[src/rtl/awg_chan_if.sv]
// Configuration channel of awg_chan: valid/ready handshake carrying one complete
// waveform setting (mode, tuning word, start phase, duty threshold, gain).
interface awg_chan_if #(
    parameter int PHASE_W = 32
);
    logic               cfg_valid;
    logic               cfg_ready;
    logic [2:0]         cfg_mode;
    logic [PHASE_W-1:0] cfg_ftw;
    logic [PHASE_W-1:0] cfg_phase;
    logic [PHASE_W-1:0] cfg_duty;
    logic [7:0]         cfg_amp;

    modport master (
        output cfg_valid, cfg_mode, cfg_ftw, cfg_phase, cfg_duty, cfg_amp,
        input  cfg_ready
    );

    modport slave (
        input  cfg_valid, cfg_mode, cfg_ftw, cfg_phase, cfg_duty, cfg_amp,
        output cfg_ready
    );
endinterface

[src/rtl/awg_chan.sv]
// Single-channel DDS waveform generator: phase accumulator, wrap-synchronous config
// apply, 3-stage output pipeline. Define AWG_NOISE_EN to build the LFSR noise mode.
module awg_chan #(
    parameter int DAC_W    = 14,
    parameter int PHASE_W  = 32,
    parameter int LUT_AW   = 8,
    parameter     SIN_FILE = "sin_q.hex"
) (
    input  logic             clk,
    input  logic             rst_n,
    awg_chan_if.slave        cfg,
    output logic [2:0]       active_mode,
    output logic             sync_out,
    output logic [DAC_W-1:0] DA_DATA,
    output logic             DA_CLK,
    output logic             DA_WR
);
    typedef enum logic [2:0] {
        MODE_OFF   = 3'd0,
        MODE_SAW   = 3'd1,
        MODE_TRI   = 3'd2,
        MODE_SQR   = 3'd3,
        MODE_SIN   = 3'd4,
        MODE_NOISE = 3'd5,
        MODE_RSV6  = 3'd6,
        MODE_RSV7  = 3'd7
    } awg_mode_e;

    typedef enum logic {
        CFG_IDLE,
        CFG_PENDING
    } cfg_state_e;

    localparam logic [DAC_W-1:0] HALF = {1'b1, {(DAC_W-1){1'b0}}};
    // pi/2 in Q60, used only to build the quarter-wave table at elaboration
    localparam logic signed [127:0] PI_HALF_Q60 = 128'sh1921_FB54_442D_1846;

    if (DAC_W < 8 || PHASE_W < DAC_W + 2 || LUT_AW > PHASE_W - 2 || $bits(SIN_FILE) == 0)
    begin : g_param_check
        $error("awg_chan: unsupported parameterisation");
    end

    // The table holds round((2^(DAC_W-1)-1)*sin(pi/2*(i+0.5)/2^LUT_AW)), the same
    // image SIN_FILE carries, evaluated here by a Taylor series so no file is needed.
    function automatic logic [DAC_W-2:0] sin_entry(input int unsigned i);
        logic signed [127:0] x, x2, term, sum, den, scaled;
        x    = (PI_HALF_Q60 * $signed({96'd0, 32'(2 * i + 1)})) >>> (LUT_AW + 1);
        x2   = (x * x) >>> 60;
        term = x;
        sum  = x;
        for (int unsigned k = 1; k <= 12; k++) begin
            den  = $signed({96'd0, 32'((2 * k) * (2 * k + 1))});
            term = -(((term * x2) >>> 60) / den);
            sum  = sum + term;
        end
        scaled = sum * $signed({96'd0, 32'((2 ** (DAC_W - 1)) - 1)}) + (128'sd1 <<< 59);
        return (DAC_W-1)'(scaled >>> 60);
    endfunction

    function automatic logic mode_is_off(input awg_mode_e m);
        case (m)
            MODE_SAW, MODE_TRI, MODE_SQR, MODE_SIN: return 1'b0;
`ifdef AWG_NOISE_EN
            MODE_NOISE: return 1'b0;
`endif
            default: return 1'b1;
        endcase
    endfunction

    logic [DAC_W-2:0] lut_rom [2**LUT_AW];
    for (genvar gi = 0; gi < 2**LUT_AW; gi++) begin : g_lut
        localparam logic [DAC_W-2:0] ENTRY = sin_entry(gi);
        assign lut_rom[gi] = ENTRY;
    end

    cfg_state_e         state_q, state_d;
    logic               accept, apply, apply_cond, carry;
    logic [PHASE_W-1:0] acc_q, acc_d, acc_inc;
    logic               wrap_q, wrap_d;
    awg_mode_e          sh_mode_q, sh_mode_d, act_mode_q, act_mode_d;
    logic [PHASE_W-1:0] sh_ftw_q, sh_ftw_d, act_ftw_q, act_ftw_d;
    logic [PHASE_W-1:0] sh_phase_q, sh_phase_d;
    logic [PHASE_W-1:0] sh_duty_q, sh_duty_d, act_duty_q, act_duty_d;
    logic [7:0]         sh_amp_q, sh_amp_d, act_amp_q, act_amp_d;

    logic [DAC_W-1:0]   t, tri_u, wave1_q, wave1_d, wave2;
    logic [1:0]         quad;
    logic [LUT_AW-1:0]  lut_idx;
    logic [DAC_W-2:0]   lut_q, lut_d;
    logic               sin1_q, sin1_d, neg1_q, neg1_d, sync1_q, sync1_d;
    logic [7:0]         amp1_q, amp1_d;
    awg_mode_e          mode1_q, mode1_d, mode2_q, mode2_d, mode3_q, mode3_d;
    logic [DAC_W-1:0]   scl_q, scl_d, da_q, da_d;
    logic               sync2_q, sync2_d, sync3_q, sync3_d;

`ifdef AWG_NOISE_EN
    logic [31:0] lfsr_q, lfsr_d;

    // Galois form of x^32+x^22+x^2+x+1
    always_comb begin
        lfsr_d = lfsr_q[0] ? ((lfsr_q >> 1) ^ 32'h8020_0003) : (lfsr_q >> 1);
    end

    always_ff @(posedge clk or negedge rst_n) begin
        if (!rst_n) lfsr_q <= 32'd1;
        else        lfsr_q <= lfsr_d;
    end
`endif

    always_comb begin
        {carry, acc_inc} = {1'b0, acc_q} + {1'b0, act_ftw_q};
        apply_cond       = carry | mode_is_off(act_mode_q) | (act_ftw_q == '0);
    end

    always_comb begin
        state_d = state_q;
        accept  = 1'b0;
        apply   = 1'b0;
        case (state_q)
            CFG_IDLE: begin
                if (cfg.cfg_valid) begin
                    accept  = 1'b1;
                    state_d = CFG_PENDING;
                end
            end
            CFG_PENDING: begin
                if (apply_cond) begin
                    apply   = 1'b1;
                    state_d = CFG_IDLE;
                end
            end
            default: state_d = CFG_IDLE;
        endcase
    end

    assign cfg.cfg_ready = (state_q == CFG_IDLE);

    always_comb begin
        sh_mode_d  = sh_mode_q;
        sh_ftw_d   = sh_ftw_q;
        sh_phase_d = sh_phase_q;
        sh_duty_d  = sh_duty_q;
        sh_amp_d   = sh_amp_q;
        if (accept) begin
            sh_mode_d  = awg_mode_e'(cfg.cfg_mode);
            sh_ftw_d   = cfg.cfg_ftw;
            sh_phase_d = cfg.cfg_phase;
            sh_duty_d  = cfg.cfg_duty;
            sh_amp_d   = cfg.cfg_amp;
        end
        act_mode_d = apply ? sh_mode_q : act_mode_q;
        act_ftw_d  = apply ? sh_ftw_q  : act_ftw_q;
        act_duty_d = apply ? sh_duty_q : act_duty_q;
        act_amp_d  = apply ? sh_amp_q  : act_amp_q;
        // the load value replaces this cycle's increment; the carry still marks the wrap
        acc_d      = apply ? sh_phase_q : acc_inc;
        wrap_d     = carry;
    end

    always_comb begin
        t       = acc_q[PHASE_W-1 -: DAC_W];
        tri_u   = {t[DAC_W-2:0], 1'b0};
        quad    = acc_q[PHASE_W-1 -: 2];
        lut_idx = quad[0] ? ~acc_q[PHASE_W-3 -: LUT_AW] : acc_q[PHASE_W-3 -: LUT_AW];
        wave1_d = '0;
        case (act_mode_q)
            MODE_SAW:   wave1_d = t;
            MODE_TRI:   wave1_d = acc_q[PHASE_W-1] ? ~tri_u : tri_u;
            MODE_SQR:   wave1_d = (acc_q < act_duty_q) ? '1 : '0;
`ifdef AWG_NOISE_EN
            MODE_NOISE: wave1_d = lfsr_q[DAC_W-1:0];
`endif
            default:    wave1_d = '0;
        endcase
        lut_d   = lut_rom[lut_idx];
        sin1_d  = (act_mode_q == MODE_SIN);
        neg1_d  = quad[1];
        amp1_d  = act_amp_q;
        sync1_d = wrap_q;
        mode1_d = act_mode_q;
    end

    always_comb begin
        wave2   = sin1_q ? (neg1_q ? HALF - {1'b0, lut_q} : HALF + {1'b0, lut_q}) : wave1_q;
        scl_d   = DAC_W'(({9'd0, wave2} * {{DAC_W{1'b0}}, ({1'b0, amp1_q} + 9'd1)}) >> 8);
        sync2_d = sync1_q;
        mode2_d = mode1_q;
        da_d    = scl_q;
        sync3_d = sync2_q;
        mode3_d = mode2_q;
    end

    always_ff @(posedge clk or negedge rst_n) begin
        if (!rst_n) begin
            state_q    <= CFG_IDLE;
            acc_q      <= '0;
            wrap_q     <= 1'b0;
            sh_mode_q  <= MODE_OFF;
            sh_ftw_q   <= '0;
            sh_phase_q <= '0;
            sh_duty_q  <= '0;
            sh_amp_q   <= '0;
            act_mode_q <= MODE_OFF;
            act_ftw_q  <= '0;
            act_duty_q <= '0;
            act_amp_q  <= '0;
            wave1_q    <= '0;
            lut_q      <= '0;
            sin1_q     <= 1'b0;
            neg1_q     <= 1'b0;
            amp1_q     <= '0;
            sync1_q    <= 1'b0;
            mode1_q    <= MODE_OFF;
            scl_q      <= '0;
            sync2_q    <= 1'b0;
            mode2_q    <= MODE_OFF;
            da_q       <= '0;
            sync3_q    <= 1'b0;
            mode3_q    <= MODE_OFF;
        end else begin
            state_q    <= state_d;
            acc_q      <= acc_d;
            wrap_q     <= wrap_d;
            sh_mode_q  <= sh_mode_d;
            sh_ftw_q   <= sh_ftw_d;
            sh_phase_q <= sh_phase_d;
            sh_duty_q  <= sh_duty_d;
            sh_amp_q   <= sh_amp_d;
            act_mode_q <= act_mode_d;
            act_ftw_q  <= act_ftw_d;
            act_duty_q <= act_duty_d;
            act_amp_q  <= act_amp_d;
            wave1_q    <= wave1_d;
            lut_q      <= lut_d;
            sin1_q     <= sin1_d;
            neg1_q     <= neg1_d;
            amp1_q     <= amp1_d;
            sync1_q    <= sync1_d;
            mode1_q    <= mode1_d;
            scl_q      <= scl_d;
            sync2_q    <= sync2_d;
            mode2_q    <= mode2_d;
            da_q       <= da_d;
            sync3_q    <= sync3_d;
            mode3_q    <= mode3_d;
        end
    end

    assign DA_DATA     = da_q;
    assign sync_out    = sync3_q;
    assign active_mode = mode3_q;
    assign DA_CLK      = clk;
    assign DA_WR       = ~clk;
endmodule

[src/flat_wrapper.sv]
// flat-port wrapper written by rule: the top's interface ports become plain ports
module awg_chan_flat 
#(
    parameter int DAC_W    = 14,
    parameter int PHASE_W  = 32,
    parameter int LUT_AW   = 8,
    parameter     SIN_FILE = "         "
)
  (clk, rst_n, active_mode, sync_out, DA_DATA, DA_CLK, DA_WR, cfg_cfg_valid, cfg_cfg_mode, cfg_cfg_ftw, cfg_cfg_phase, cfg_cfg_duty, cfg_cfg_amp, cfg_cfg_ready);
  awg_chan_if #(.PHASE_W(PHASE_W)) cfg_i ();
  input  logic clk;
  input  logic rst_n;
  output logic [2:0] active_mode;
  output logic sync_out;
  output logic [DAC_W-1:0] DA_DATA;
  output logic DA_CLK;
  output logic DA_WR;
  input wire logic [$bits(cfg_i.cfg_valid)-1:0] cfg_cfg_valid;
  input wire logic [$bits(cfg_i.cfg_mode)-1:0] cfg_cfg_mode;
  input wire logic [$bits(cfg_i.cfg_ftw)-1:0] cfg_cfg_ftw;
  input wire logic [$bits(cfg_i.cfg_phase)-1:0] cfg_cfg_phase;
  input wire logic [$bits(cfg_i.cfg_duty)-1:0] cfg_cfg_duty;
  input wire logic [$bits(cfg_i.cfg_amp)-1:0] cfg_cfg_amp;
  output wire logic [$bits(cfg_i.cfg_ready)-1:0] cfg_cfg_ready;
  assign cfg_i.cfg_valid = cfg_cfg_valid;
  assign cfg_i.cfg_mode = cfg_cfg_mode;
  assign cfg_i.cfg_ftw = cfg_cfg_ftw;
  assign cfg_i.cfg_phase = cfg_cfg_phase;
  assign cfg_i.cfg_duty = cfg_cfg_duty;
  assign cfg_i.cfg_amp = cfg_cfg_amp;
  assign cfg_cfg_ready = cfg_i.cfg_ready;
  awg_chan #(.DAC_W(DAC_W), .PHASE_W(PHASE_W), .LUT_AW(LUT_AW), .SIN_FILE(SIN_FILE)) u_core (.clk(clk), .rst_n(rst_n), .cfg(cfg_i), .active_mode(active_mode), .sync_out(sync_out), .DA_DATA(DA_DATA), .DA_CLK(DA_CLK), .DA_WR(DA_WR));
endmodule
[config.mk]
export PLATFORM = sky130hd
export DESIGN_NAME = awg_chan_flat
export DESIGN_NICKNAME = d
export VERILOG_FILES = /design/src/rtl/awg_chan_if.sv /design/src/rtl/awg_chan.sv /design/src/flat_wrapper.sv
export SDC_FILE = /design/constraint.sdc
export NUM_CORES = 1
export LEC_CHECK = 0
export CAP_MARGIN = 20
export CELL_PAD_IN_SITES_DETAIL_PLACEMENT = 1
export CELL_PAD_IN_SITES_GLOBAL_PLACEMENT = 2
export CORE_UTILIZATION = 40
export CTS_BUF_LIST = sky130_fd_sc_hd__clkbuf_8
export DETAILED_ROUTE_END_ITERATION = 8
export GPL_TIMING_DRIVEN = 0
export PLACE_DENSITY_LB_ADDON = 0.25
export SYNTH_ARGS = -nofsm -noshare
export SYNTH_HDL_FRONTEND = slang
export SYNTH_SLANG_ARGS = --single-unit
[constraint.sdc]
create_clock -name clk -period 8.2 [get_ports clk]
set_clock_uncertainty 0.15 [all_clocks]
set_input_delay 1.23 -clock clk [delete_from_list [all_inputs] [get_ports clk]]
set_output_delay 1.23 -clock clk [all_outputs]
set_load 0.01 [all_outputs]
-- After elaboration in Yosys (flattened, before gate mapping)
Memory sizes are Yosys's and may differ from the RTL's. A register that Yosys moved wholly into a read port is not among the register bits.
Index checks and enable logic that the tools add are counted.
W data, S select, Z words.
- output and inout bits: 21
- logic and storage cells: 59
- memories kept: 1
- ROM bits: 3328
- input port bits: 110
- flip-flop bits (word level): 280
- equality and inequality tests: 4
- $mul: 1
- reductions and logical operators: 3
- order comparisons: 1
- add/sub/neg operators: 4
- muxes and demuxes: 14
- bitwise gates (word level): 7
- memory list (name ; depth ; bits a word ; read ports ; clocked after Yosys merged registers in ; wr ports ; RTL line ; source):
    (no name shown) ; 256 ; 13 ; 1 ; 1 ; 0 ; awg_chan.sv:175 ; lut_d = lut_rom[lut_idx];
- operators with widths (operator ; count):
    $mux W14 ; 4
    $pmux W14 S3 ; 1
    $add A32 B32 Y33 ; 1
    $logic_not A32 Y1 ; 1
    $lt A32 B32 Y1 ; 1
    $mux W32 ; 1
    $mul A14 B9 Y22 ; 1
    $add A14 B13 Y14 const A ; 1
    $not A14 Y14 ; 1
    $sub A14 B13 Y14 const A ; 1
    $add A8 B1 Y9 const B ; 1
    $not A8 Y9 ; 1
    $mux W8 ; 1
    $not A8 Y8 ; 1
    $eq A3 B2 Y1 const B ; 2
    $mux W1 ; 6
    $reduce_or A4 Y1 ; 1
    $eq A3 B1 Y1 const B ; 1
    $eq A3 B3 Y1 const B ; 1
    $not A1 Y1 ; 2
    $or A1 B1 Y1 ; 2
    $pmux W1 S2 ; 1
    $logic_not A1 Y1 ; 1

-- Logic depth before layout (Yosys ltp)
Gate-level depths: netlist of run 1.
- depth after elaboration: 8
- mapped depth: 26
- depth with buffers taken out: 26

==> results of run 1 <==
## routing by layer
layer  part of all wire  wire [um]  GRT usage  vias up
met2               0.47      37370     0.4973      648
met1               0.43      34060     0.4021     9368
met3              0.056       4394    0.04229      179
met4              0.039       3079     0.1155        0
li1                   -          -          -     8235
met5                  0          0          0        -
## state kept, by name, summed over array words and instances (netlist names), 3 cells and up
name / flops
u_core.lut_q: 13
u_core.wave1_q: 14
u_core.sh_ftw_q: 32
u_core.da_d: 14
u_core.act_amp_q: 8
u_core.acc_q: 32
u_core.act_duty_q: 32
u_core.sh_duty_q: 32
u_core.mode2_q: 3
u_core.sh_mode_q: 3
u_core.active_mode: 3
u_core.mode1_q: 3
u_core.amp1_q: 8
u_core.act_mode_q: 3
u_core.sh_phase_q: 32
u_core.DA_DATA: 14
u_core.act_ftw_q: 32
u_core.sh_amp_q: 8
## through the flow
stage / worst slack [ns] / setup TNS [ns]
global route: 0.5268 / 0
CTS: 1.054 / 0
detailed placement: 1.084 / 0
finish: 1.068 / 0
global placement: -6.858 / -1989.63
floorplan: 2.056 / 0
## cell type report
| cell class | instances | share of cell area |
|---|---|---|
| flip-flops and latches | 293 | 0.3015 |
| diodes | 2 | 0.0002058 |
| multi-input cells | 1648 | 0.5039 |
| well taps | 680 | 0.03498 |
| repair buffers | 133 | 0.05623 |
| clock buffers | 67 | 0.03761 |
| clock inverters | 35 | 0.01585 |
| inverters | 152 | 0.02346 |
| plain buffers | 151 | 0.02634 |
## path summary, 6_finish.rpt
path	startpoint	cells past startpoint	slack (ns)	end
min in group asynchronous	rst_n	1	0.35	u_core.DA_DATA[1]
hold / removal	u_core.mode1_q[1]	0	0.19	u_core.mode2_q[1]
setup / recovery	u_core.lut_q[1]	24	1.07	u_core.da_d[13]
hold reg to reg	u_core.mode1_q[1]	0	0.19	u_core.mode2_q[1]
setup reg to reg	u_core.lut_q[1]	24	1.07	u_core.da_d[13]
max in group asynchronous	rst_n	3	6.08	u_core.sh_phase_q[30]
## placed cells by master, fill, tap and decap left out, types with 11 or more instances in the layout
cell	n
a21o_1	40
o211ai_1	32
a21oi_1	112
o21ai_0	160
clkbuf_1	87
o21a_1	15
nand4_1	13
xnor2_1	31
fa_1	84
clkbuf_8	66
ha_1	115
nor2_1	217
dfrtp_1	293
xor2_1	49
buf_1	11
a22oi_1	22
a31oi_1	24
o31ai_1	12
nand2_1	205
o311ai_0	11
buf_2	49
a211oi_1	32
nand3_1	44
nor3_1	31
clkdlybuf4s50_1	129
o22ai_1	15
mux2_2	154
inv_1	165
nand2b_1	25
nor2b_1	19
o221ai_1	12
or2_2	25
## worst register-to-register path, delay by kind of cell (launching register included)
family                   cells  cell delay [ns]
AO/OA/AOI/OAI                7             2.01
XOR/XNOR                     2             0.22
adder cells (fa/ha/maj)      5             2.28
buffers and inverters        3             0.15
flip-flops                   1             0.43
AND/OR/NAND/NOR              7             1.78
## cell families after synthesis
| family | Yosys count |
|---|---|
| xor+xnor | 83 |
| compound gates | 576 |
| buf+inv | 304 |
| simple gates | 625 |
| mux | 165 |
| flops | 293 |
| fa+ha+maj | 199 |
==> flow_metrics.py, run 1 <==
metrics = {
    "worst_setup_path": {
        "slowest_delay_ns": 0.59,
        "cp.arrival_ns": 7.58,
        "required_ns": 8.65,
        "worst_path_dominant_cell_family": "adder cells",
        "crit_chain": "or3_1 > or3_1 > or3_4 > nand2_1 > xor2_1 > nand2_1 > o21ai_1 > or2_2 > fa_1 > inv_1 > fa_1 > inv_1 > fa_1 > inv_1 > fa_1 > ha_1 > nand4b_1 > o41ai_1 > a21oi_1 > a21oi_2 > a21oi_1 > o21ai_1 > a21oi_1 > xnor2_1",
        "crit_path_top_delay_cell": "o41ai_1",
        "crit_type": "reg -> reg",
        "crit_fanout": 9,
        "path_buf_inv": 3,
        "setup.worst_path.end_class": "flop",
        "startpoint_type": "flop",
        "cp_common_cell": "fa_1",
    },
    "timing": {
        "fin_crit_sh": 0.8698,
        "grt_setup_unrepaired": "no",
        "finalHoldViolCount": 0,
        "tightestPinTransition_ns": 1.031,
        "fin_crit_ns": 7.132,
        "maxSlewViolCount": 0,
        "slew_headroom": 0.2927,
        "finalSetupViolations": 0,
        "clock.fmax_mhz": 140.2,
        "hold_slack_ns": 0.1889,
    },
    "cells_and_area": {
        "fin_cells": 3161,
        "drive_gt1_frac": 0.1384,
        "fillers": 5900,
        "seq_area_um2": 7332,
        "area_growth_pct": 17.00,
        "final_area_um2": 24320,
        "multi_input_comb_area_um2": 12250,
        "final_util": 0.4741,
        "finalNetCount": 2746,
    },
    "logic_synthesis": {
        "syn-instance-count": 2245,
        "synth_enable_flop_cells": 0,
        "synth_top_family_by_area": "compound AO/OA/AOI/OAI gates",
        "yosysTopAreaCell": "dfrtp_1",
        "ys.flop_type": "dfrtp_1",
        "synth_compound_area_frac": 0.1788,
        "synthSimpleGateAreaFrac": 0.1347,
        "yosys-top-cells-area": "dfrtp_1 35%, mux2_2 8.3%, fa_1 8.1%, ha_1 6.9%, nor2_1 3.9%",
        "synth_adder_area_share": 0.1501,
        "syn_area_um2": 20790,
        "synthXorXnorAreaFrac": 0.03533,
        "synthMuxAreaShare": 0.08993,
        "async_reset_ff_frac": 1.000,
        "synth_fp_nets": 2554,
        "syn_avg_cell_area_um2": 9.259,
        "synth-seq-cells": 293,
        "yosysWarningCount": 0,
        "ys_seq_area_frac": 0.3527,
        "synthTopCellsByCount": "293 x dfrtp_1, 217 x nor2_1, 205 x nand2_1, 160 x o21ai_0, 154 x mux2_2",
        "yosysUniqueCellTypes": 79,
        "synth_most_common_cell": "dfrtp_1",
        "netlist.area_leader.share": 0.3527,
    },
    "cts": {
        "cts_setup_buffers": 0,
        "path_clk_slew_ns": 0.06,
        "cts_resized": 0,
        "insertion_delay_ns": 0.75,
        "ctsHoldBuffers": 0,
        "cts_tree": "done",
    },
    "detailed_routing": {
        "final_antenna_net_count": 0,
        "via_per_inst": 5.830,
        "wl_per_cell_um": 24.96,
        "drt_iter0_drc": 1392,
        "routed_wl_um": 78900,
        "vias": 18430,
        "drcViolationCount": 0,
        "dr.pass1.iters": 5,
    },
    "placement": {
        "place_area_um2": 23030,
        "dp_hpwl_um": 60300,
        "port_buffers": 130,
        "gp_congestion": 0.9863,
        "placedCellCount": 3059,
    },
    "die": {
        "die_area_um2": 52880,
        "core_area_um2": 51300,
        "die_y_um": 230.0,
        "num_rows": 83,
        "die_x_um": 230.0,
        "initial_core_util": 0.4052,
        "io_pins": 131,
    },
    "outcome": {
        "status": "finished, final reports clean",
    },
    "grt": {
        "grt_max_degree": 113,
        "grt_first_pass_wirelength_um": 122000,
        "first_global_vias": 19870,
        "grt_overflow": 0,
        "grtUsageTotal": 0.3021,
        "antenna_found_initial": 3,
    },
    "flow_run": {
        "max_cap_viol_count": 0,
    },
    "worst_hold_path": {
        "holdCritPathClass": "reg -> reg",
    },
}
Power of run 1 is left out: the tool's default activity adds up to more than one toggle a clock period on the data nets, which glitch-free logic cannot reach.
==> run 2, diff against run 1 <==
Settings changed: ABC_AREA set to 1, CORE_UTILIZATION 40 to 37, SKIP_CTS_REPAIR_TIMING set to 1.
==> flow_metrics.py, run 2 <==
metrics = {
    "detailed_routing": {
        "via_per_inst": 5.343,
        "wl_per_cell_um": 22.50,
        "drcViolationCount": 0,
        "vias": 19590,
        "final_antenna_net_count": 0,
        "dr.pass1.iters": 5,
        "drt_iter0_drc": 1248,
        "routed_wl_um": 82500,
    },
    "timing": {
        "maxSlewViolCount": 0,
        "setup_tns_ns": 0,
        "grt_setup_unrepaired": "no",
        "setup_ws_ns": 1.440,
        "slew_headroom": 0.2884,
        "finalHoldViolCount": 0,
        "tightestPinTransition_ns": 1.056,
        "finalSetupViolations": 0,
    },
    "die": {
        "io_pins": 131,
        "initial_core_util": 0.3774,
        "num_rows": 86,
        "die_y_um": 240.2,
        "die_area_um2": 57700,
        "core_area_um2": 55630,
        "die_x_um": 240.2,
    },
    "placement": {
        "gp_congestion": 0.9860,
        "port_buffers": 130,
        "place_ws_ns": 2.077,
        "placedCellCount": 3567,
        "dp_hpwl_um": 65040,
    },
    "logic_synthesis": {
        "yosysTopAreaCell": "dfrtp_1",
        "yosysUniqueCellTypes": 52,
        "synth_most_common_cell": "nand2_1",
        "async_reset_ff_frac": 1.000,
        "synth_enable_flop_cells": 0,
        "yosys-top-cells-area": "dfrtp_1 35%, nand2_1 14%, fa_1 8.0%, nand3_1 7.5%, ha_1 6.9%",
        "netlist.area_leader.share": 0.3492,
        "ys.flop_type": "dfrtp_1",
        "syn-instance-count": 2685,
        "synth_fp_nets": 2994,
        "syn_avg_cell_area_um2": 7.819,
        "syn_area_um2": 20990,
        "synthTopCellsByCount": "769 x nand2_1, 314 x nand3_1, 293 x dfrtp_1, 287 x inv_1, 227 x nor2_1",
        "synth-seq-cells": 293,
        "ys_seq_area_frac": 0.3492,
        "yosysWarningCount": 0,
    },
    "cells_and_area": {
        "final_common_cell": "nand2_1",
        "area_growth_pct": 16.30,
        "fillers": 6854,
        "fin_cells": 3666,
        "mostFrequentLayoutCells": "769 x nand2_1, 314 x nand3_1, 306 x inv_1",
        "multi_input_comb_area_um2": 12030,
        "finalNetCount": 3186,
        "drive_gt1_frac": 0.09877,
        "seq_area_um2": 7332,
        "final_util": 0.4389,
    },
    "worst_setup_path": {
        "crit_type": "clk -> out",
        "cp.arrival_ns": 5.38,
        "startpoint_type": "clock port",
        "required_ns": 6.82,
        "crit_fanout": 14,
        "setup.worst_path.end_class": "primary output",
    },
    "grt": {
        "first_global_vias": 21330,
        "grt_first_pass_wirelength_um": 125800,
        "grt_max_degree": 120,
        "grt_overflow": 0,
        "grtUsageTotal": 0.2917,
        "antenna_found_initial": 2,
    },
    "cts": {
        "insertion_delay_ns": 0.76,
        "cts_tree": "done",
        "path_clk_slew_ns": 0.06,
    },
    "outcome": {
        "status": "finished, final reports clean",
    },
    "worst_hold_path": {
        "holdCritPathClass": "reg -> reg",
    },
    "flow_run": {
        "max_cap_viol_count": 0,
    },
}
[run 2: cell count changes after synthesis, moves of 25 or more]
cell      before  now
a211oi_1      32    2
inv_1        152  287
nand2b_1      25    0
clkbuf_1      87   42
nand3_1       44  314
o21ai_0      160   75
mux2_2       154  107
nand2_1      205  769
a21o_1        40    2
[run 2: metrics by stage]
stage	hold WS (ns)	instance area (um^2)
after floorplan	0.1812	20990
after CTS	0.1996	24410
after global routing	0.2030	24420
after global placement	0.1817	23230
after detailed placement	0.1856	23320
final	0.1957	24420
[run 2: final cells by class]
cell class                      instances  share of cell area
Antenna cell                            2           0.0002050
Buffer                                109             0.02270
Clock buffer                           66             0.03690
Clock inverter                         34            0.008712
Inverter                              289             0.04443
Multi-Input combinational cell       1993              0.4926
Sequential cell                       293              0.3003
Tap cell                              748             0.03833
Timing Repair Buffer                  132             0.05586
[run 2: final timing paths]
path                                   from                end  slack [ns]  cells past startpoint
max in group asynchronous             rst_n     u_core.state_q        6.11                      3
hold / removal               u_core.da_d[5]  u_core.DA_DATA[5]        0.20                      0
min in group asynchronous             rst_n  u_core.DA_DATA[6]        0.31                      1
hold reg to reg              u_core.da_d[5]  u_core.DA_DATA[5]        0.20                      0
setup / recovery                        clk              DA_WR        1.44                      6
setup reg to reg           u_core.amp1_q[2]    u_core.da_d[13]        2.06                     22
[run 2: critical path, stage by stage]
cell and delay (ns):
clkbuf_8 0.11, clkbuf_8 0.17, clkbuf_8 0.24, clkbuf_8 0.19, inv_1 0.05, clkdlybuf4s50_1 0.52
[run 2: per-layer routing]
| metal | GRT usage | vias up | share of wire |
|---|---|---|---|
| met2 | 0.5095 | 594 | 0.49 |
| met1 | 0.3593 | 9780 | 0.42 |
| li1 | - | 9041 | - |
| met5 | 0 | - | 0.00016 |
| met3 | 0.04053 | 172 | 0.049 |
| met4 | 0.1214 | 2 | 0.040 |
[run 2: cell families (layout without fill, tap and decap cells)]
kind of cell / Yosys count / in the layout / share of synthesized area
buffers and inverters: 399 / 630 / 0.07825
multiplexers: 107 / 107 / 0.05739
flip-flops: 293 / 293 / 0.3492
other: 0 / 2 / 0
AND/OR/NAND/NOR: 1395 / 1395 / 0.2786
AO/OA/AOI/OAI: 232 / 232 / 0.06145
adder cells (fa/ha/maj): 199 / 199 / 0.1486
XOR/XNOR: 60 / 60 / 0.02646
Power of run 2 is left out for the same reason.
